`config.mk`:
```
export PLATFORM = sky130hd
export DESIGN_NAME = pulse_cmd_sched_flat
export DESIGN_NICKNAME = d
export VERILOG_FILES = /design/src/rtl/pulse_cmd_pkg.sv /design/src/rtl/pulse_cmd_sched_if.sv /design/src/rtl/pulse_frame_rx.sv /design/src/rtl/pulse_cmd_sched.sv /design/src/flat_wrapper.sv
export SDC_FILE = /design/constraint.sdc
export NUM_CORES = 1
export LEC_CHECK = 0
export ABC_AREA = 0
export BUFFER_PORTS_ARGS = -buffer_cell sky130_fd_sc_hd__clkbuf_2
export CAP_MARGIN = 20
export CORE_MARGIN = 1.5
export CORE_UTILIZATION = 50
export CTS_BUF_LIST = sky130_fd_sc_hd__clkbuf_8 sky130_fd_sc_hd__clkbuf_16
export DETAILED_ROUTE_END_ITERATION = 8
export PLACE_DENSITY = 0.67
export SYNTH_ARGS = -nofsm -noshare
export SYNTH_HDL_FRONTEND = slang
export SYNTH_SLANG_ARGS = --single-unit
```
`constraint.sdc`:
```
create_clock -name sys_clk -period 10.67 [get_ports sys_clk]
set_clock_uncertainty 0.2 [all_clocks]
set_input_delay 2.6675 -clock sys_clk [delete_from_list [all_inputs] [get_ports sys_clk]]
set_output_delay 2.6675 -clock sys_clk [all_outputs]
set_load 0.01 [all_outputs]
```
`src/rtl/pulse_cmd_pkg.sv`:
```
// rtl/pulse_cmd_pkg.sv - shared constants, frame type and scheduler states for pulse_cmd_sched
package pulse_cmd_pkg;

    localparam logic [7:0] HDR       = 8'h07;
    localparam logic [7:0] CMD_FIRE  = 8'h01;
    localparam logic [7:0] CMD_CFG   = 8'h02;
    localparam logic [7:0] CMD_BURST = 8'h03;
    localparam logic [7:0] CMD_ABORT = 8'h04;
    localparam logic [7:0] ACK_OK    = 8'hA5;
    localparam logic [7:0] ERR_CSUM  = 8'hE1;
    localparam logic [7:0] ERR_CMD   = 8'hE2;
    localparam logic [7:0] ERR_BUSY  = 8'hE3;

    // Eight received bytes, index 0 is the header byte
    typedef logic [7:0][7:0] frame_t;

    typedef enum logic [1:0] {
        S_IDLE = 2'd0,
        S_FIRE = 2'd1,
        S_WAIT = 2'd2
    } sched_state_t;

    // XOR of bytes 0..6, compared against byte 7
    function automatic logic [7:0] frame_csum(input frame_t f);
        logic [7:0] x;
        x = '0;
        for (int i = 0; i < 7; i++) begin
            x = x ^ f[i];
        end
        return x;
    endfunction

endpackage

```
`src/rtl/pulse_cmd_sched_if.sv`:
```
// rtl/pulse_cmd_sched_if.sv - uart byte, pulse config, fire and status signals of pulse_cmd_sched
interface pulse_cmd_sched_if;

    logic [7:0] rx_data;
    logic       rx_flag;
    logic [6:0] pulse_width1;
    logic [6:0] pulse_width2;
    logic [6:0] pulse_gap;
    logic       fire;
    logic       busy;
    logic [7:0] tx_data;
    logic       tx_flag;

    // Scheduler side: consumes uart bytes, drives pulse config, fire and status
    modport master (
        input  rx_data,
        input  rx_flag,
        output pulse_width1,
        output pulse_width2,
        output pulse_gap,
        output fire,
        output busy,
        output tx_data,
        output tx_flag
    );

    // Environment side: uart_rx, pulse generator and uart_tx
    modport slave (
        output rx_data,
        output rx_flag,
        input  pulse_width1,
        input  pulse_width2,
        input  pulse_gap,
        input  fire,
        input  busy,
        input  tx_data,
        input  tx_flag
    );

endinterface

```
`src/rtl/pulse_frame_rx.sv`:
```
// rtl/pulse_frame_rx.sv - 8-byte frame collector with header resync, inter-byte timeout and checksum
module pulse_frame_rx
    import pulse_cmd_pkg::*;
#(
    parameter int CLK_FREQ      = 50_000_000,
    parameter int UART_BPS      = 9600,
    parameter int TIMEOUT_BYTES = 3
) (
    input  logic       sys_clk,
    input  logic       sys_rst_n,
    input  logic [7:0] rx_data,
    input  logic       rx_flag,
    output logic       frame_done,
    output logic       frame_ok,
    output frame_t     frame_bytes
);

    localparam longint unsigned TMO_CYC =
        (longint'(TIMEOUT_BYTES) * 64'd10 * longint'(CLK_FREQ)) / longint'(UART_BPS);
    localparam int TMO_W = $clog2(TMO_CYC + 1);
    localparam logic [TMO_W-1:0] TMO_LAST = TMO_W'(TMO_CYC - 1);

    logic [2:0]       cnt_q;
    logic [TMO_W-1:0] tmo_q;
    frame_t           bytes_q;
    logic             done_q;

    // Store bytes at the current index; a non-header byte at index 0 is dropped so
    // the collector realigns on the next 0x07, and a stalled partial frame is discarded
    always_ff @(posedge sys_clk or negedge sys_rst_n) begin
        if (!sys_rst_n) begin
            cnt_q   <= '0;
            tmo_q   <= '0;
            bytes_q <= '0;
            done_q  <= 1'b0;
        end else begin
            done_q <= 1'b0;
            if (rx_flag) begin
                tmo_q <= '0;
                if (cnt_q != 3'd0 || rx_data == HDR) begin
                    bytes_q[cnt_q] <= rx_data;
                    cnt_q          <= cnt_q + 3'd1;
                    if (cnt_q == 3'd7) begin
                        done_q <= 1'b1;
                    end
                end
            end else if (cnt_q != 3'd0) begin
                if (tmo_q == TMO_LAST) begin
                    cnt_q <= '0;
                    tmo_q <= '0;
                end else begin
                    tmo_q <= tmo_q + 1'b1;
                end
            end
        end
    end

    assign frame_done  = done_q;
    assign frame_bytes = bytes_q;
    assign frame_ok    = (frame_csum(bytes_q) == bytes_q[7]);

endmodule

```
`src/rtl/pulse_cmd_sched.sv`:
```
// rtl/pulse_cmd_sched.sv - frame decode, pulse config registers, fire scheduler and status ack
module pulse_cmd_sched
    import pulse_cmd_pkg::*;
#(
    parameter int CLK_FREQ      = 50_000_000,
    parameter int UART_BPS      = 9600,
    parameter int TIMEOUT_BYTES = 3,
    parameter int PERIOD_UNIT   = 50
) (
    input  logic              sys_clk,
    input  logic              sys_rst_n,
    pulse_cmd_sched_if.master bus
);

    logic         frame_done;
    logic         frame_ok;
    frame_t       fb;
    logic [7:0]   cmd;
    logic         cmd_known;
    logic         sched_busy;
    logic [7:0]   ack_code;
    logic         exec;
    logic         abort_now;
    logic         load_burst;
    logic [7:0]   burst_n;
    logic [7:0]   period_eff;
    logic [15:0]  period_cyc;

    sched_state_t state_q, state_d;
    logic         fire_d;
    logic         start_q;
    logic [15:0]  wait_q;
    logic [7:0]   rem_q;
    logic [7:0]   period_q;
    logic [6:0]   w1_q, w2_q, gap_q;
    logic [7:0]   tx_data_q;
    logic         tx_flag_q;
    logic         unused_bits;

    pulse_frame_rx #(
        .CLK_FREQ      (CLK_FREQ),
        .UART_BPS      (UART_BPS),
        .TIMEOUT_BYTES (TIMEOUT_BYTES)
    ) u_frame_rx (
        .sys_clk     (sys_clk),
        .sys_rst_n   (sys_rst_n),
        .rx_data     (bus.rx_data),
        .rx_flag     (bus.rx_flag),
        .frame_done  (frame_done),
        .frame_ok    (frame_ok),
        .frame_bytes (fb)
    );

    assign cmd        = fb[1];
    assign cmd_known  = (cmd == CMD_FIRE) || (cmd == CMD_CFG) ||
                        (cmd == CMD_BURST) || (cmd == CMD_ABORT);
    assign sched_busy = (state_q != S_IDLE);
    assign burst_n    = (fb[5] == 8'd0) ? 8'd1 : fb[5];
    assign period_eff = (period_q == 8'd0) ? 8'd1 : period_q;
    assign period_cyc = 16'(period_eff) * 16'(PERIOD_UNIT);

    // Header, checksum byte and width MSBs carry no information past the collector
    assign unused_bits = ^{fb[0], fb[7], fb[2][7], fb[3][7], fb[4][7]};

    // Pick the status byte by priority; only a fully accepted frame executes
    always_comb begin
        ack_code = ACK_OK;
        exec     = 1'b0;
        if (!frame_ok) begin
            ack_code = ERR_CSUM;
        end else if (!cmd_known) begin
            ack_code = ERR_CMD;
        end else if (sched_busy && cmd != CMD_ABORT) begin
            ack_code = ERR_BUSY;
        end else begin
            exec = 1'b1;
        end
    end

    assign abort_now  = frame_done && exec && (cmd == CMD_ABORT);
    assign load_burst = frame_done && exec && (cmd == CMD_FIRE || cmd == CMD_BURST);

    // Ack every completed frame and latch config; exec is only set when idle for 01/02/03,
    // so widths stay frozen for the whole burst
    always_ff @(posedge sys_clk or negedge sys_rst_n) begin
        if (!sys_rst_n) begin
            tx_flag_q <= 1'b0;
            tx_data_q <= '0;
            start_q   <= 1'b0;
            w1_q      <= '0;
            w2_q      <= '0;
            gap_q     <= '0;
            period_q  <= '0;
        end else begin
            tx_flag_q <= 1'b0;
            start_q   <= 1'b0;
            if (frame_done) begin
                tx_flag_q <= 1'b1;
                tx_data_q <= ack_code;
                if (exec && cmd != CMD_ABORT) begin
                    w1_q  <= fb[2][6:0];
                    w2_q  <= fb[3][6:0];
                    gap_q <= fb[4][6:0];
                end
                if (exec && cmd == CMD_BURST) begin
                    period_q <= fb[6];
                end
                start_q <= load_burst;
            end
        end
    end

    // Scheduler state register
    always_ff @(posedge sys_clk or negedge sys_rst_n) begin
        if (!sys_rst_n) begin
            state_q <= S_IDLE;
        end else begin
            state_q <= state_d;
        end
    end

    // Scheduler next state; the S_FIRE cycle counts toward the period, so S_WAIT leaves
    // when the counter reaches 1. An abort overrides everything, including a fire due now
    always_comb begin
        state_d = state_q;
        fire_d  = 1'b0;
        unique case (state_q)
            S_IDLE: begin
                if (start_q) begin
                    state_d = S_FIRE;
                end
            end
            S_FIRE: begin
                fire_d  = 1'b1;
                state_d = S_WAIT;
            end
            S_WAIT: begin
                if (wait_q < 16'd2) begin
                    state_d = (rem_q != 8'd0) ? S_FIRE : S_IDLE;
                end
            end
            default: state_d = S_IDLE;
        endcase
        if (abort_now) begin
            state_d = S_IDLE;
            fire_d  = 1'b0;
        end
    end

    // Remaining-fire and period countdown registers
    always_ff @(posedge sys_clk or negedge sys_rst_n) begin
        if (!sys_rst_n) begin
            wait_q <= '0;
            rem_q  <= '0;
        end else if (load_burst) begin
            rem_q <= (cmd == CMD_FIRE) ? 8'd1 : burst_n;
        end else if (state_q == S_FIRE) begin
            wait_q <= period_cyc - 16'd1;
            rem_q  <= rem_q - 8'd1;
        end else if (state_q == S_WAIT && wait_q != 16'd0) begin
            wait_q <= wait_q - 16'd1;
        end
    end

    assign bus.pulse_width1 = w1_q;
    assign bus.pulse_width2 = w2_q;
    assign bus.pulse_gap    = gap_q;
    assign bus.fire         = fire_d;
    assign bus.busy         = sched_busy;
    assign bus.tx_data      = tx_data_q;
    assign bus.tx_flag      = tx_flag_q;

endmodule

```
`src/flat_wrapper.sv`:
```
// flat-port wrapper written by rule: the top's interface ports become plain ports
module pulse_cmd_sched_flat import pulse_cmd_pkg::*;
#(
    parameter int CLK_FREQ      = 50_000_000,
    parameter int UART_BPS      = 9600,
    parameter int TIMEOUT_BYTES = 3,
    parameter int PERIOD_UNIT   = 50
)
  (sys_clk, sys_rst_n, bus_rx_data, bus_rx_flag, bus_pulse_width1, bus_pulse_width2, bus_pulse_gap, bus_fire, bus_busy, bus_tx_data, bus_tx_flag);
  pulse_cmd_sched_if bus_i ();
  input  logic sys_clk;
  input  logic sys_rst_n;
  input wire logic [$bits(bus_i.rx_data)-1:0] bus_rx_data;
  input wire logic [$bits(bus_i.rx_flag)-1:0] bus_rx_flag;
  output wire logic [$bits(bus_i.pulse_width1)-1:0] bus_pulse_width1;
  output wire logic [$bits(bus_i.pulse_width2)-1:0] bus_pulse_width2;
  output wire logic [$bits(bus_i.pulse_gap)-1:0] bus_pulse_gap;
  output wire logic [$bits(bus_i.fire)-1:0] bus_fire;
  output wire logic [$bits(bus_i.busy)-1:0] bus_busy;
  output wire logic [$bits(bus_i.tx_data)-1:0] bus_tx_data;
  output wire logic [$bits(bus_i.tx_flag)-1:0] bus_tx_flag;
  assign bus_i.rx_data = bus_rx_data;
  assign bus_i.rx_flag = bus_rx_flag;
  assign bus_pulse_width1 = bus_i.pulse_width1;
  assign bus_pulse_width2 = bus_i.pulse_width2;
  assign bus_pulse_gap = bus_i.pulse_gap;
  assign bus_fire = bus_i.fire;
  assign bus_busy = bus_i.busy;
  assign bus_tx_data = bus_i.tx_data;
  assign bus_tx_flag = bus_i.tx_flag;
  pulse_cmd_sched #(.CLK_FREQ(CLK_FREQ), .UART_BPS(UART_BPS), .TIMEOUT_BYTES(TIMEOUT_BYTES), .PERIOD_UNIT(PERIOD_UNIT)) u_core (.sys_clk(sys_clk), .sys_rst_n(sys_rst_n), .bus(bus_i));
endmodule
```
Word level (Yosys, flattened, before mapping)
Cells that the tools add are included.
{ "totals": {"word_cells": 116, "register_bits": 151} }
{ "classes": {"addsub": 5, "eq_ne": 14, "n_reduce_logical": 30, "multipliers": 1, "n_bitwise": 7, "muxes": 35, "n_lt_le_gt_ge": 3} }
{ "ops": {"columns": ["operator", "n"], "rows": [
  ["bitwise mux 64 bit", 1],
  ["2-to-1 mux 8 bit", 8],
  ["2-to-1 mux 18 bit", 3],
  ["XOR 8 bit", 6],
  ["2-to-1 mux 16 bit", 2],
  ["demux 8 bit (select 3 bit)", 1],
  ["adder 18 x 1 -> 18 bit, second input constant", 1],
  ["equality test 18 bit, second input constant", 1],
  ["equality test 8 x 2 -> 1 bit, second input constant", 2],
  ["equality test 8 x 3 -> 1 bit, second input constant", 2],
  ["zero test 8 bit", 2],
  ["< comparator 16 x 2 -> 1 bit, second input constant", 1],
  ["nonzero test 16 bit", 1],
  ["subtractor 16 x 1 -> 16 bit, second input constant", 1],
  ["subtractor 14 x 1 -> 15 bit, second input constant", 1],
  ["multiplier 8 x 5 -> 13 bit, second input constant", 1],
  ["2-to-1 mux 3 bit", 4],
  ["2-to-1 mux 1 bit", 11],
  ["AND reduction 2 bit", 5],
  ["nonzero test 2 bit", 5],
  ["equality test 8 x 1 -> 1 bit, second input constant", 1],
  ["equality test 8 bit", 1],
  ["logical AND 1 bit", 8],
  ["!= test 8 x 3 -> 1 bit, second input constant", 1],
  ["18 further kinds", 25]
]} }

Depth between registers and ports, before layout
Gate-level depths: netlist of run 1.
{ "depth": {"ltp_word": 12, "ltp_mapped": 17} }

By module
A second synthesis of run 1 with hierarchy kept.
{ "unflattened": {"hier_cells": 717, "hier_area_um2": 8082.8} }
{ "modules_own_cells": {"columns": ["mod", "instances", "cells_each", "seq_area_each_um2", "area_each_um2"], "rows": [
  ["pulse_frame_rx", 1, 327, 2152.1, 4175.3],
  ["pulse_cmd_sched", 1, 390, 1551.5, 3907.5]
]} }

Worst setup path after synthesis of run 1
OpenSTA, ideal clock, no wires.
{ "synth_path": {"path_type": "input-to-reg", "start": "input port bus_rx_data[5]", "end": "register u_core.u_frame_rx.bytes_q (netlist bit u_core.u_frame_rx.frame_bytes[17])", "t_required_ns": 10.345, "stages": 7, "setup_slack_ns": 6.018, "arrival_time_ns": 4.327, "path_buffers": 1, "setup_time_ns": 0.125, "path_cell_list": "or4_1 o21ai_1 and2_1 buf_4 nand2_4 nor3_4 mux2_2"} }
{ "synth_via": {"elab_chain_cells": 3} }
{ "synth_lines": {"columns": ["item", "line", "source"], "rows": [
  ["start, declared", "flat_wrapper.sv:13", "input wire logic [$bits(bus_i.rx_data)-1:0] bus_rx_data;"],
  ["equality test 8 x 3 -> 1 bit", "pulse_frame_rx.sv:40", "if (cnt_q != 3'd0 || rx_data == HDR) begin"],
  ["logical OR 1 bit", "pulse_frame_rx.sv:40", null],
  ["AND reduction 2 bit (no line)", null, null],
  ["end signal, assigned by index", "pulse_frame_rx.sv:41", "bytes_q[cnt_q] <= rx_data;"],
  ["end, declared", "pulse_frame_rx.sv:25", "frame_t bytes_q;"]
]} }
No other way between the ends.
A chain may end at the register's enable or synchronous reset.

Worst setup path in the final report of run 1
{ "layout_path": {"start": "register u_core.u_frame_rx.bytes_q (netlist bit u_core.u_frame_rx.frame_bytes[11])", "end": "output port bus_fire"} }
{ "layout_via": {"elab_chain_cells": 11, "elab_cells_between_ends": 22} }
{ "layout_lines": {"columns": ["item", "line", "source"], "rows": [
  ["XOR 8 bit (6 in a row)", "pulse_cmd_pkg.sv:28", "x = x ^ f[i];"],
  ["equality test 8 bit", "pulse_frame_rx.sv:60", "assign frame_ok = (frame_csum(bytes_q) == bytes_q[7]);"],
  ["2-to-1 mux 1 bit", "pulse_cmd_sched.sv:69", "if (!frame_ok) begin"],
  ["logical AND 1 bit", "pulse_cmd_sched.sv:80", "assign abort_now = frame_done && exec && (cmd == CMD_ABORT);"],
  ["logical AND 1 bit *", "pulse_cmd_sched.sv:80", null],
  ["2-to-1 mux 1 bit *", "pulse_cmd_sched.sv:144", "if (abort_now) begin"],
  ["end, declared", "flat_wrapper.sv:18", "output wire logic [$bits(bus_i.fire)-1:0] bus_fire;"]
]} }
Mark *: on every way between the ends. The rest lies on a longest branch, timed or not.

==> results.txt, run 1 <==
----------------------------------------------------
[Power and ir drop]
  Combinational Power Share ... 35.5%
  Worst IR Drop VDD ... 208.6 µV
  Sum of internal, switching and leakage power ... 0.002214 W
  Static leakage power ... 4.200 nW
  Power density of the placed cells ... 241.6 nW/µm²
  Net switching share of the total power ... 35.00%
  Net switching power figure ... 0.0007748 W
  Internal power summed over all cells ... 0.001439 W
  Part of the power in registers ... 38.5%
  Portion of total power attributed to the clock network ... 26.0%

[Synth]
  Most area-hungry cell type in the Yosys netlist ... dfrtp_1
  Cell area after technology mapping ... 8167 µm²
  Per-instance average area after synthesis ... 11.02 µm²
  Post-synth EDFFs ... 0
  Ys Warns ... 0
  Post-synthesis cell type count ... 65
  Sequential share of the synthesized area ... 45.35%
  Largest cells by area after synthesis ... dfrtp_1 45%, mux2_2 12%, xnor2_1 7.5%, ha_1 5.7%, nand2_1 2.5%
  Commonest register cell after synthesis ... dfrtp_1
  Area fraction of the dominant cell type after synthesis ... 45.35%
  Flip-flop and latch count after synthesis ... 148
  Async set-reset flop share out of synthesis ... 100.0%
  Synthesized netlist cell count ... 741

[Final layout]
  Multi-input logic area ... 4255 µm²
  Fraction of final layout cells sized beyond drive strength 1 ... 22.36%
  Area added between synthesis and finish ... 12.18%
  Leading cell type in the layout, fill and taps excluded ... dfrtp_1
  Summed area of non-filler cells in the final layout ... 9161 µm²
  Number of standard cells in the layout, taps in and fillers out ... 1,012
  Fill cells ... 1,354
  Antenna diode count ... 0
  Top library cells by usage in the layout, fill and taps aside ... 148 x dfrtp_1, 90 x mux2_2, 70 x xnor2_1, 54 x nand2_1, 46 x nor2_1
  Layout Nets ... 834
  Sequential cell area in the final layout ... 3704 µm²

[Global routing]
  Global-route wire length before repair ... 27,590 µm
  Overall fraction of global-route tracks in use ... 20.92%
  Antenna violations before repair ... 0
  Largest net degree at the start of global routing ... 82
  Global-route congestion overflow total ... 0
  Via count of the first global-routing pass ... 5,540

[Critical path]
  Crit path DAT ... 2590 ps
  Worst Setup Start Kind ... register
  Number of cells traversed by the worst register-to-register path ... 17
  Reg-to-reg critical path endpoint ... u_core.wait_q[12]
  FF-to-FF setup slack ... 5820 ps
  Worst Setup Path Type ... reg -> out
  Category of the worst setup path capture point ... primary output
  Launch point of the worst reg-to-reg path ... u_core.period_q[3]
  Endpoint required time on the critical path ... 7800 ps
  Top fanout value on the critical path ... 6

[Drt]
  Post-route met1 wirelength ... 8016 µm
  Count of unresolved DRC violations after routing ... 0
  Met2 wirelength from detailed routing ... 8005 µm
  Vias per cell ... 5.542
  Pre-antenna DRT Iters ... 4
  Via total after detailed routing ... 5,608
  Wire length per cell ... 16.62 µm
  Sum of met3 wire segment lengths after detailed routing ... 613 µm
  Count of nets left with antenna violations after detail routing ... 0
  Final wirelength ... 16,820 µm
  Highest metal layer with signal wires ... met4
  Number of DRC markers in iteration 0 ... 260

[Die]
  Initial cell density of the core ... 51.22%
  Chip width ... 130.8 µm
  I/O pins ... 43
  Overall die area ... 17,110 µm²
  Chip Height ... 130.8 µm
  Row count ... 46
  Core area ... 15,940 µm²

[Hold path]
  Worst hold path endpoint ... u_core.u_frame_rx.tmo_q[17]
  Min-Delay Startpoint ... u_core.u_frame_rx.tmo_q[17]
  Cell depth of the worst hold path ... 1
  Worst min path class ... reg -> reg

[Timing]
  Max Transition Viols Final ... 0
  Max_slew headroom ... 43.12%
  Unrepaired setup endpoints after global routing ... no
  Final cycle utilization of the critical path ... 51.18%
  Hold Fails Final Rpt ... 0
  Maximum clock frequency ... 183.1 MHz
  Final sum of negative setup slack ... 0 ps
  Post-route minimum period ... 5461 ps
  Worst Tran Pin Value ... 853.3 ps
  Number of setup violations in the final report ... 0

[Clock network]
  Cts bufs inserted ... 17
  Root Buffer ... clkbuf_16
  CTS Hold Bufs ... 0
  Clock latency on the worst-skew pair ... 420 ps
  Clock net sink count ... 148
  Post-cts sizing count ... 0
  CTS tree ... yes
  Post-CTS Setup Bufs ... 0
  Clock-pin slew of the registers on the worst-case setup and hold paths ... 60 ps
  H-tree levels ... 4
  Maximum number of buffers from clock root to sink ... 2

[Run status]
  Status ... complete, no violations

[Place]
  Final weighted congestion of routability-driven global placement ... 0.8295
  HPWL reported at the end of detailed placement ... 12,450 µm
  Placed cell count ... 980
  Post-Place Cell Area ... 8582 µm²
  Number of buffer cells added on primary ports ... 40

[Job]
  Maximum Capacitance Violations ... 0

----------------------------------------------------
cell families (layout without fill, tap and decap cells):
group / Yosys count / in the layout / synth area share (%)
multiplexers: 106 / 106 / 14.42
flip-flops: 148 / 148 / 45.35
adder cells (fa/ha/maj): 40 / 40 / 6.404
buffers and inverters: 51 / 105 / 2.589
XOR/XNOR: 92 / 92 / 9.867
AO/OA/AOI/OAI: 92 / 92 / 7.385
AND/OR/NAND/NOR: 211 / 211 / 13.94
other: 1 / 2 / 0.04592
synth_stat cells (all sizes together) (2+ instances only):
cell,number
xnor2,70
a21o,2
a21oi,9
mux2,93
nor3b,5
o22ai,2
nand2b,11
nor3,17
o311ai,2
buf,8
a22oi,2
xor2,22
o21ai,36
and4,4
nand4,9
inv,28
o21a,6
dfrtp,148
nand4b,3
nor2b,8
o41ai,4
clkbuf,14
fa,3
or4,6
or2,4
nor4,12
mux2i,13
nand3,12
nor2,46
and3,7
nand2,55
a31oi,4
o31a,2
a31o,2
or3,5
a211oi,4
ha,37
o31ai,4
and2,5
worst max path at each step:
stage	cells after the start	endpoint	from	slack, ps
3_3_place_gp	7	u_core.u_frame_rx.frame_bytes[30]	bus_rx_data[5]	5570
6_report	6	bus_fire	u_core.u_frame_rx.frame_bytes[11]	5210
3_5_place_dp	7	u_core.u_frame_rx.frame_bytes[31]	bus_rx_data[5]	5510
4_1_cts	7	bus_fire	u_core.u_frame_rx.frame_bytes[33]	5240
2_1_floorplan	7	u_core.u_frame_rx.frame_bytes[17]	bus_rx_data[5]	6020
5_1_grt	7	bus_fire	u_core.u_frame_rx.frame_bytes[9]	5070
layout make-up:
type                    instances  area share, %
clock buffers                  18          4.794
clock inverters                14          1.530
inverters                      29          1.188
multi-input cells             543          46.45
flip-flops and latches        148          40.43
well taps                     216          2.950
repair buffers                 44          2.663
critical path: stages (launching register included):
cell and delay [ps]:
dfrtp_1 410, nor3_1 460, nand2_1 270, a21oi_1 300, nand4_1 270, o31a_1 340
clkbuf_2 130
sequential cells by signal, indices dropped and copies added, names as in the netlist:
register and count:
u_core.wait_q 16, u_core.u_frame_rx.frame_done 1, u_core.start_q 1, u_core.bus.pulse_width1 7, u_core.rem_q 8, u_core.bus.tx_flag 1, u_core.u_frame_rx.tmo_q 18, u_core.bus.pulse_gap 7
u_core.u_frame_rx.frame_bytes 64, u_core.bus.pulse_width2 7, u_core.u_frame_rx.cnt_q 3, u_core.bus.tx_data 5, u_core.state_q 2, u_core.period_q 8
stage by stage:
step / utilization, % / hold WS [ps] / worst slack [ps]
after floorplan: - / 151.9 / 6018
after global placement: 53.74 / 267.2 / 5575
after detailed placement: 53.83 / 266.1 / 5515
after CTS: 57.46 / 281.1 / 5242
after global routing: 57.46 / 302.1 / 5065
final: 57.46 / 280.8 / 5209
layer usage:
metal	vias to the layer above	global-route usage, %
met3	18	3.542
met1	2765	28.59
met4	0	6.852
li1	2708	-
met2	117	34.06
met5	-	0
power groups by stage:
stage               registers, W  logic [W]  clock network (W)
finish                  0.000853   0.000786           0.000575
floorplan               0.000801   0.000648                  0
global placement        0.000849   0.000758                  0
global route            0.000871   0.000855           0.000615
CTS                     0.000851   0.000786           0.000587
detailed placement      0.000861   0.000781                  0
Power figures use the tool's default switching activity.
==> run 2, diff against run 1 <==
--- a/config.mk
+++ b/config.mk
@@ -12,7 +12,7 @@
 export CORE_UTILIZATION = 50
 export CTS_BUF_LIST = sky130_fd_sc_hd__clkbuf_8 sky130_fd_sc_hd__clkbuf_16
 export DETAILED_ROUTE_END_ITERATION = 8
-export PLACE_DENSITY = 0.67
+export PLACE_DENSITY = 0.7
 export SYNTH_ARGS = -nofsm -noshare
 export SYNTH_HDL_FRONTEND = slang
 export SYNTH_SLANG_ARGS = --single-unit
==> constraint.sdc (replaced) <==
create_clock -name sys_clk -period 4.7 [get_ports sys_clk]
set_clock_uncertainty 0.2 [all_clocks]
set_input_delay 1.175 -clock sys_clk [delete_from_list [all_inputs] [get_ports sys_clk]]
set_output_delay 1.175 -clock sys_clk [all_outputs]
set_load 0.01 [all_outputs]
==> results.txt, run 2 (synthesis gave the netlist of run 1 again) <==
----------------------------------------------------
[Run status]
  Status ... complete, no violations

[Timing]
  Post-route minimum period ... 4480 ps
  Number of setup violations in the final report ... 0
  Final sum of negative setup slack ... 0 ps
  Hold Fails Final Rpt ... 0
  Final cycle utilization of the critical path ... 95.32%
  Max Transition Viols Final ... 0
  Max_slew headroom ... 51.15%
  Worst Tran Pin Value ... 722.6 ps
  Maximum clock frequency ... 223.2 MHz
  Hold slack final ... 282.1 ps

[Die]
  Core area ... 15,940 µm²
  Chip Height ... 130.8 µm
  I/O pins ... 43
  Chip width ... 130.8 µm
  Row count ... 46
  Initial cell density of the core ... 51.22%
  Overall die area ... 17,110 µm²

[Global routing]
  Global-route congestion overflow total ... 0
  Global-route wire length before repair ... 27,790 µm
  Overall fraction of global-route tracks in use ... 21.01%
  Antenna violations before repair ... 0
  Largest net degree at the start of global routing ... 98
  Via count of the first global-routing pass ... 5,593

[Hold path]
  Worst hold path endpoint ... u_core.u_frame_rx.tmo_q[17]
  Worst min path class ... reg -> reg
  Min-Delay Startpoint ... u_core.u_frame_rx.tmo_q[17]
  Cell depth of the worst hold path ... 1

[Place]
  HPWL reported at the end of detailed placement ... 12,280 µm
  Number of buffer cells added on primary ports ... 40
  Final weighted congestion of routability-driven global placement ... 0.8706

[Final layout]
  Leading cell type in the layout, fill and taps excluded ... dfrtp_1
  Top library cells by usage in the layout, fill and taps aside ... 148 x dfrtp_1, 90 x mux2_2, 70 x xnor2_1, 54 x nand2_1, 45 x nor2_1
  Antenna diode count ... 0
  Fraction of final layout cells sized beyond drive strength 1 ... 23.06%
  Layout Nets ... 836
  Fill cells ... 1,348
  Largest register FFs ... 64
  Area added between synthesis and finish ... 13.10%

[Drt]
  Final wirelength ... 16,980 µm
  Count of nets left with antenna violations after detail routing ... 0
  Pre-antenna DRT Iters ... 4
  Wire length per cell ... 16.74 µm
  Count of unresolved DRC violations after routing ... 0
  Number of DRC markers in iteration 0 ... 248
  Vias per cell ... 5.593
  Via total after detailed routing ... 5,671

[Critical path]
  Most frequent cell on the critical path ... ha_1
  Top fanout value on the critical path ... 7
  Worst Setup Start Kind ... register
  Reg-to-reg critical path endpoint ... u_core.wait_q[12]
  Worst Setup Path Type ... reg -> reg
  Category of the worst setup path capture point ... register
  CP Cell Sequence ... inv_1, ha_1, nand4b_1, nor2_2, nor2_1, ha_1, ha_1, inv_1, fa_1, inv_1, ha_1, a21o_1, o21a_1, o311ai_2, nor4_2, buf_4, and4_1, a211oi_1
  Endpoint required time on the critical path ... 4830 ps
  FF-to-FF setup slack ... 220 ps
  Number of cells traversed by the worst register-to-register path ... 18
  Worst-path cell with the longest stage delay ... fa_1
  Launch point of the worst reg-to-reg path ... u_core.period_q[2]
  Top Family by Delay on Critical Path ... adder cells
  Number of buffer and inverter stages on the critical path ... 4
  Crit path DAT ... 4610 ps
  Largest stage delay on the critical path ... 530 ps

[Job]
  Maximum Capacitance Violations ... 0

[Clock network]
  Maximum number of buffers from clock root to sink ... 2
  Clock latency on the worst-skew pair ... 420 ps
  Clock net sink count ... 148
  CTS Hold Bufs ... 0
  Cts bufs inserted ... 17
  H-tree levels ... 4
  Clock-pin slew of the registers on the worst-case setup and hold paths ... 60 ps
  CTS tree ... yes
  Root Buffer ... clkbuf_16

[Power and ir drop]
  Static leakage power ... 4.243 nW
  Worst IR Drop VDD ... 375.9 µV
  Power density of the placed cells ... 557.4 nW/µm²

----------------------------------------------------
## run 2: timing repair
item                       4_1_cts  5_1_grt
resized for setup                0        4
setup endpoints to repair        0        4
setup buffers                    0        1
## run 2: routing by layer
layer	vias up	share of wire [%]	GRT usage (%)	wire (µm)
li1	2715	-	-	-
met1	2835	46	27.64	7739
met2	96	49	34.52	8257
met3	25	4.4	4.927	743
met4	0	1.4	6.658	238
met5	-	0	0	0
## run 2: power by group
group | internal, W | leakage, nW | total, W | switching (W)
registers | 0.00159 | 1.93 | 0.00192 | 0.000330
logic | 0.000886 | 2.00 | 0.00182 | 0.000936
clock network | 0.000877 | 0.308 | 0.00141 | 0.000529
total | 0.00335 | 4.24 | 0.00515 | 0.00179
## run 2: worst max path at each step
stage                       start                end  slack, ps  cells after the start
2_1_floorplan  u_core.period_q[3]  u_core.wait_q[12]        490                     17
3_3_place_gp   u_core.period_q[2]  u_core.wait_q[12]        210                     17
3_5_place_dp   u_core.period_q[2]  u_core.wait_q[12]          8                     17
4_1_cts        u_core.period_q[2]  u_core.wait_q[12]          2                     17
5_1_grt        u_core.period_q[2]  u_core.wait_q[12]        -30                     18
6_report       u_core.period_q[2]  u_core.wait_q[12]        220                     18
## run 2: metrics by stage
stage	instance area, µm²	setup WS [ps]	cells	total power [W]	utilization [%]
2_1_floorplan	8170	491.8	742	0.003289	-
3_3_place_gp	8594	213.3	981	0.003628	53.91
3_5_place_dp	8594	7.986	981	0.003717	53.91
4_1_cts	9213	2.411	1013	0.005160	57.79
5_1_grt	9236	-25.97	1014	0.005415	57.93
6_report	9236	220.1	1014	0.005148	57.93
## run 2: layout make-up
| cell class | count | area [µm²] | share of cell area, % |
|---|---|---|---|
| well taps | 216 | 270.3 | 2.926 |
| inverters | 29 | 108.9 | 1.179 |
| clock buffers | 20 | 466.7 | 5.053 |
| clock inverters | 12 | 151.4 | 1.639 |
| repair buffers | 46 | 264.0 | 2.858 |
| multi-input cells | 543 | 4272 | 46.25 |
| flip-flops and latches | 148 | 3704 | 40.10 |
==> run 3, diff against run 2 <==
--- a/config.mk
+++ b/config.mk
@@ -8,11 +8,14 @@
 export ABC_AREA = 0
 export BUFFER_PORTS_ARGS = -buffer_cell sky130_fd_sc_hd__clkbuf_2
 export CAP_MARGIN = 20
+export CELL_PAD_IN_SITES_DETAIL_PLACEMENT = 0
+export CELL_PAD_IN_SITES_GLOBAL_PLACEMENT = 1
 export CORE_MARGIN = 1.5
 export CORE_UTILIZATION = 50
 export CTS_BUF_LIST = sky130_fd_sc_hd__clkbuf_8 sky130_fd_sc_hd__clkbuf_16
 export DETAILED_ROUTE_END_ITERATION = 8
-export PLACE_DENSITY = 0.7
+export PLACE_DENSITY_LB_ADDON = 0.1
+export SKIP_LAST_GASP = 1
 export SYNTH_ARGS = -nofsm -noshare
 export SYNTH_HDL_FRONTEND = slang
 export SYNTH_SLANG_ARGS = --single-unit
==> constraint.sdc (replaced) <==
create_clock -name sys_clk -period 5.33 [get_ports sys_clk]
set_clock_uncertainty 0.2 [all_clocks]
set_input_delay 1.3325 -clock sys_clk [delete_from_list [all_inputs] [get_ports sys_clk]]
set_output_delay 1.3325 -clock sys_clk [all_outputs]
set_load 0.01 [all_outputs]
==> results.txt, run 3 (synthesis gave the netlist of run 1 again) <==
----------------------------------------------------
[Clock network]
  H-tree levels ... 4
  Post-CTS Setup Bufs ... 0
  Clock-pin slew of the registers on the worst-case setup and hold paths ... 60 ps
  Cts bufs inserted ... 17
  CTS Hold Bufs ... 0
  Maximum number of buffers from clock root to sink ... 2
  CTS tree ... yes
  Root Buffer ... clkbuf_16
  Clock net sink count ... 148
  Clock latency on the worst-skew pair ... 430 ps
  Post-cts sizing count ... 0

[Die]
  Row count ... 46
  I/O pins ... 43
  Core area ... 15,940 µm²
  Chip Height ... 130.8 µm
  Initial cell density of the core ... 51.22%
  Chip width ... 130.8 µm
  Overall die area ... 17,110 µm²

[Drt]
  Number of DRC markers in iteration 0 ... 271
  Final wirelength ... 16,760 µm
  Count of unresolved DRC violations after routing ... 0
  Count of nets left with antenna violations after detail routing ... 0
  Met2 wirelength from detailed routing ... 8010 µm
  Wire length per cell ... 16.55 µm
  Vias per cell ... 5.472
  Sum of met3 wire segment lengths after detailed routing ... 521 µm
  Highest metal layer with signal wires ... met4
  Via total after detailed routing ... 5,543
  Post-route met1 wirelength ... 8052 µm
  Pre-antenna DRT Iters ... 4

[Power and ir drop]
  Portion of total power attributed to the clock network ... 26.0%
  Internal power summed over all cells ... 0.002800 W
  Worst IR Drop VDD ... 357.4 µV
  Net switching share of the total power ... 36.14%
  Combinational Power Share ... 35.5%
  Power density of the placed cells ... 479.4 nW/µm²
  Net switching power figure ... 0.001585 W
  Static leakage power ... 4.184 nW
  Part of the power in registers ... 38.4%

[Timing]
  Worst Tran Pin Value ... 771.8 ps
  Final sum of negative setup slack ... 0 ps
  Max_slew headroom ... 48.55%
  Max Transition Viols Final ... 0
  Number of setup violations in the final report ... 0
  Post-route minimum period ... 4761 ps
  Hold slack final ... 280.4 ps
  Setup slack after layout ... 568.7 ps
  Hold Fails Final Rpt ... 0
  Final cycle utilization of the critical path ... 89.33%
  Unrepaired setup endpoints after global routing ... no
  Maximum clock frequency ... 210.0 MHz

[Global routing]
  Global-route wire length before repair ... 27,590 µm
  Overall fraction of global-route tracks in use ... 20.96%
  Global-route congestion overflow total ... 0
  Antenna violations before repair ... 0
  Via count of the first global-routing pass ... 5,451
  Largest net degree at the start of global routing ... 85

[Hold path]
  Cell depth of the worst hold path ... 1
  Worst hold path endpoint ... u_core.bus.tx_data[6]
  Worst min path class ... reg -> reg
  Min-Delay Startpoint ... u_core.bus.tx_data[6]

[Place]
  Final weighted congestion of routability-driven global placement ... 0.8199
  Number of buffer cells added on primary ports ... 40
  HPWL reported at the end of detailed placement ... 12,320 µm
  Worst slack, placed ... 651.8 ps

[Critical path]
  Launch point of the worst reg-to-reg path ... u_core.period_q[3]
  Crit path DAT ... 4900 ps
  Top fanout value on the critical path ... 5
  FF-to-FF setup slack ... 570 ps
  Worst Setup Path Type ... reg -> reg
  Worst Setup Start Kind ... register
  Endpoint required time on the critical path ... 5460 ps
  Category of the worst setup path capture point ... register
  Reg-to-reg critical path endpoint ... u_core.wait_q[12]
  Number of cells traversed by the worst register-to-register path ... 17

[Job]
  Maximum Capacitance Violations ... 0

[Final layout]
  Top library cells by usage in the layout, fill and taps aside ... 148 x dfrtp_1, 90 x mux2_2, 70 x xnor2_1, 54 x nand2_1, 46 x nor2_1
  Largest register FFs ... 64
  Area added between synthesis and finish ... 12.00%
  Fraction of final layout cells sized beyond drive strength 1 ... 22.71%
  Antenna diode count ... 0
  Layout Nets ... 835
  Leading cell type in the layout, fill and taps excluded ... dfrtp_1

[Run status]
  Status ... complete, no violations

----------------------------------------------------
run 3: cell count changes in the layout (fill, tap and decap cells not counted), sizes merged:
| cell | before | now |
|---|---|---|
| buf | 7 | 6 |
| bufinv | 3 | 0 |
| inv | 31 | 37 |
| clkinvlp | 1 | 4 |
| clkbuf | 59 | 56 |
| clkinv | 6 | 3 |
run 3: metrics by stage:
step           instance area, µm²  instances  total power [W]  util (%)
2_1_floorplan                8170        742         0.002901         -
3_3_place_gp                 8582        981         0.003220     53.83
3_5_place_dp                 8582        981         0.003269     53.83
4_1_cts                      9146       1013         0.004439     57.37
5_1_grt                      9146       1013         0.004656     57.37
6_report                     9146       1013         0.004385     57.37
run 3: how the worst max path moves through the flow:
stage                             from           endpoint  slack [ps]
global route        u_core.period_q[3]  u_core.wait_q[15]         190
global placement    u_core.period_q[2]  u_core.wait_q[12]         830
floorplan           u_core.period_q[3]  u_core.wait_q[12]        1120
detailed placement  u_core.period_q[3]  u_core.wait_q[12]         650
CTS                 u_core.period_q[3]  u_core.wait_q[12]         620
finish              u_core.period_q[3]  u_core.wait_q[12]         570
run 3: power by group through the flow:
stage | registers, W | logic, W | clock network [W]
2_1_floorplan | 0.00160 | 0.00130 | 0
3_3_place_gp | 0.00169 | 0.00153 | 0
3_5_place_dp | 0.00171 | 0.00156 | 0
4_1_cts | 0.00169 | 0.00157 | 0.00118
5_1_grt | 0.00173 | 0.00171 | 0.00121
6_report | 0.00169 | 0.00156 | 0.00114
run 3: final cells by class:
type | count | area, µm²
clock buffers | 17 | 425.4
clock inverters | 15 | 138.9
fillers | 1424 | 6797
inverters | 29 | 108.9
multi-input cells | 543 | 4255
flip-flops and latches | 148 | 3704
well taps | 216 | 270.3
repair buffers | 45 | 244.0
run 3: layer usage:
layer | track usage [%] | up-vias
met3 | 4.072 | 17
met4 | 7.369 | 0
met2 | 33.10 | 63
met1 | 28.93 | 2747
met5 | 0 | -
li1 | - | 2716
run 3: critical path, cell delays in order, from the launching register on:
cell      delay, ps
dfrtp_1         420
inv_1           150
ha_1            170
nand4b_1        150
nor2_1          210
nor2_1           90
ha_1            300
ha_1            280
inv_1            50
fa_1            520
inv_1            50
ha_1            350
a21o_1          240
o21a_1          230
o311ai_0        610
nor4_1          220
and4_1          230
a211oi_1        190
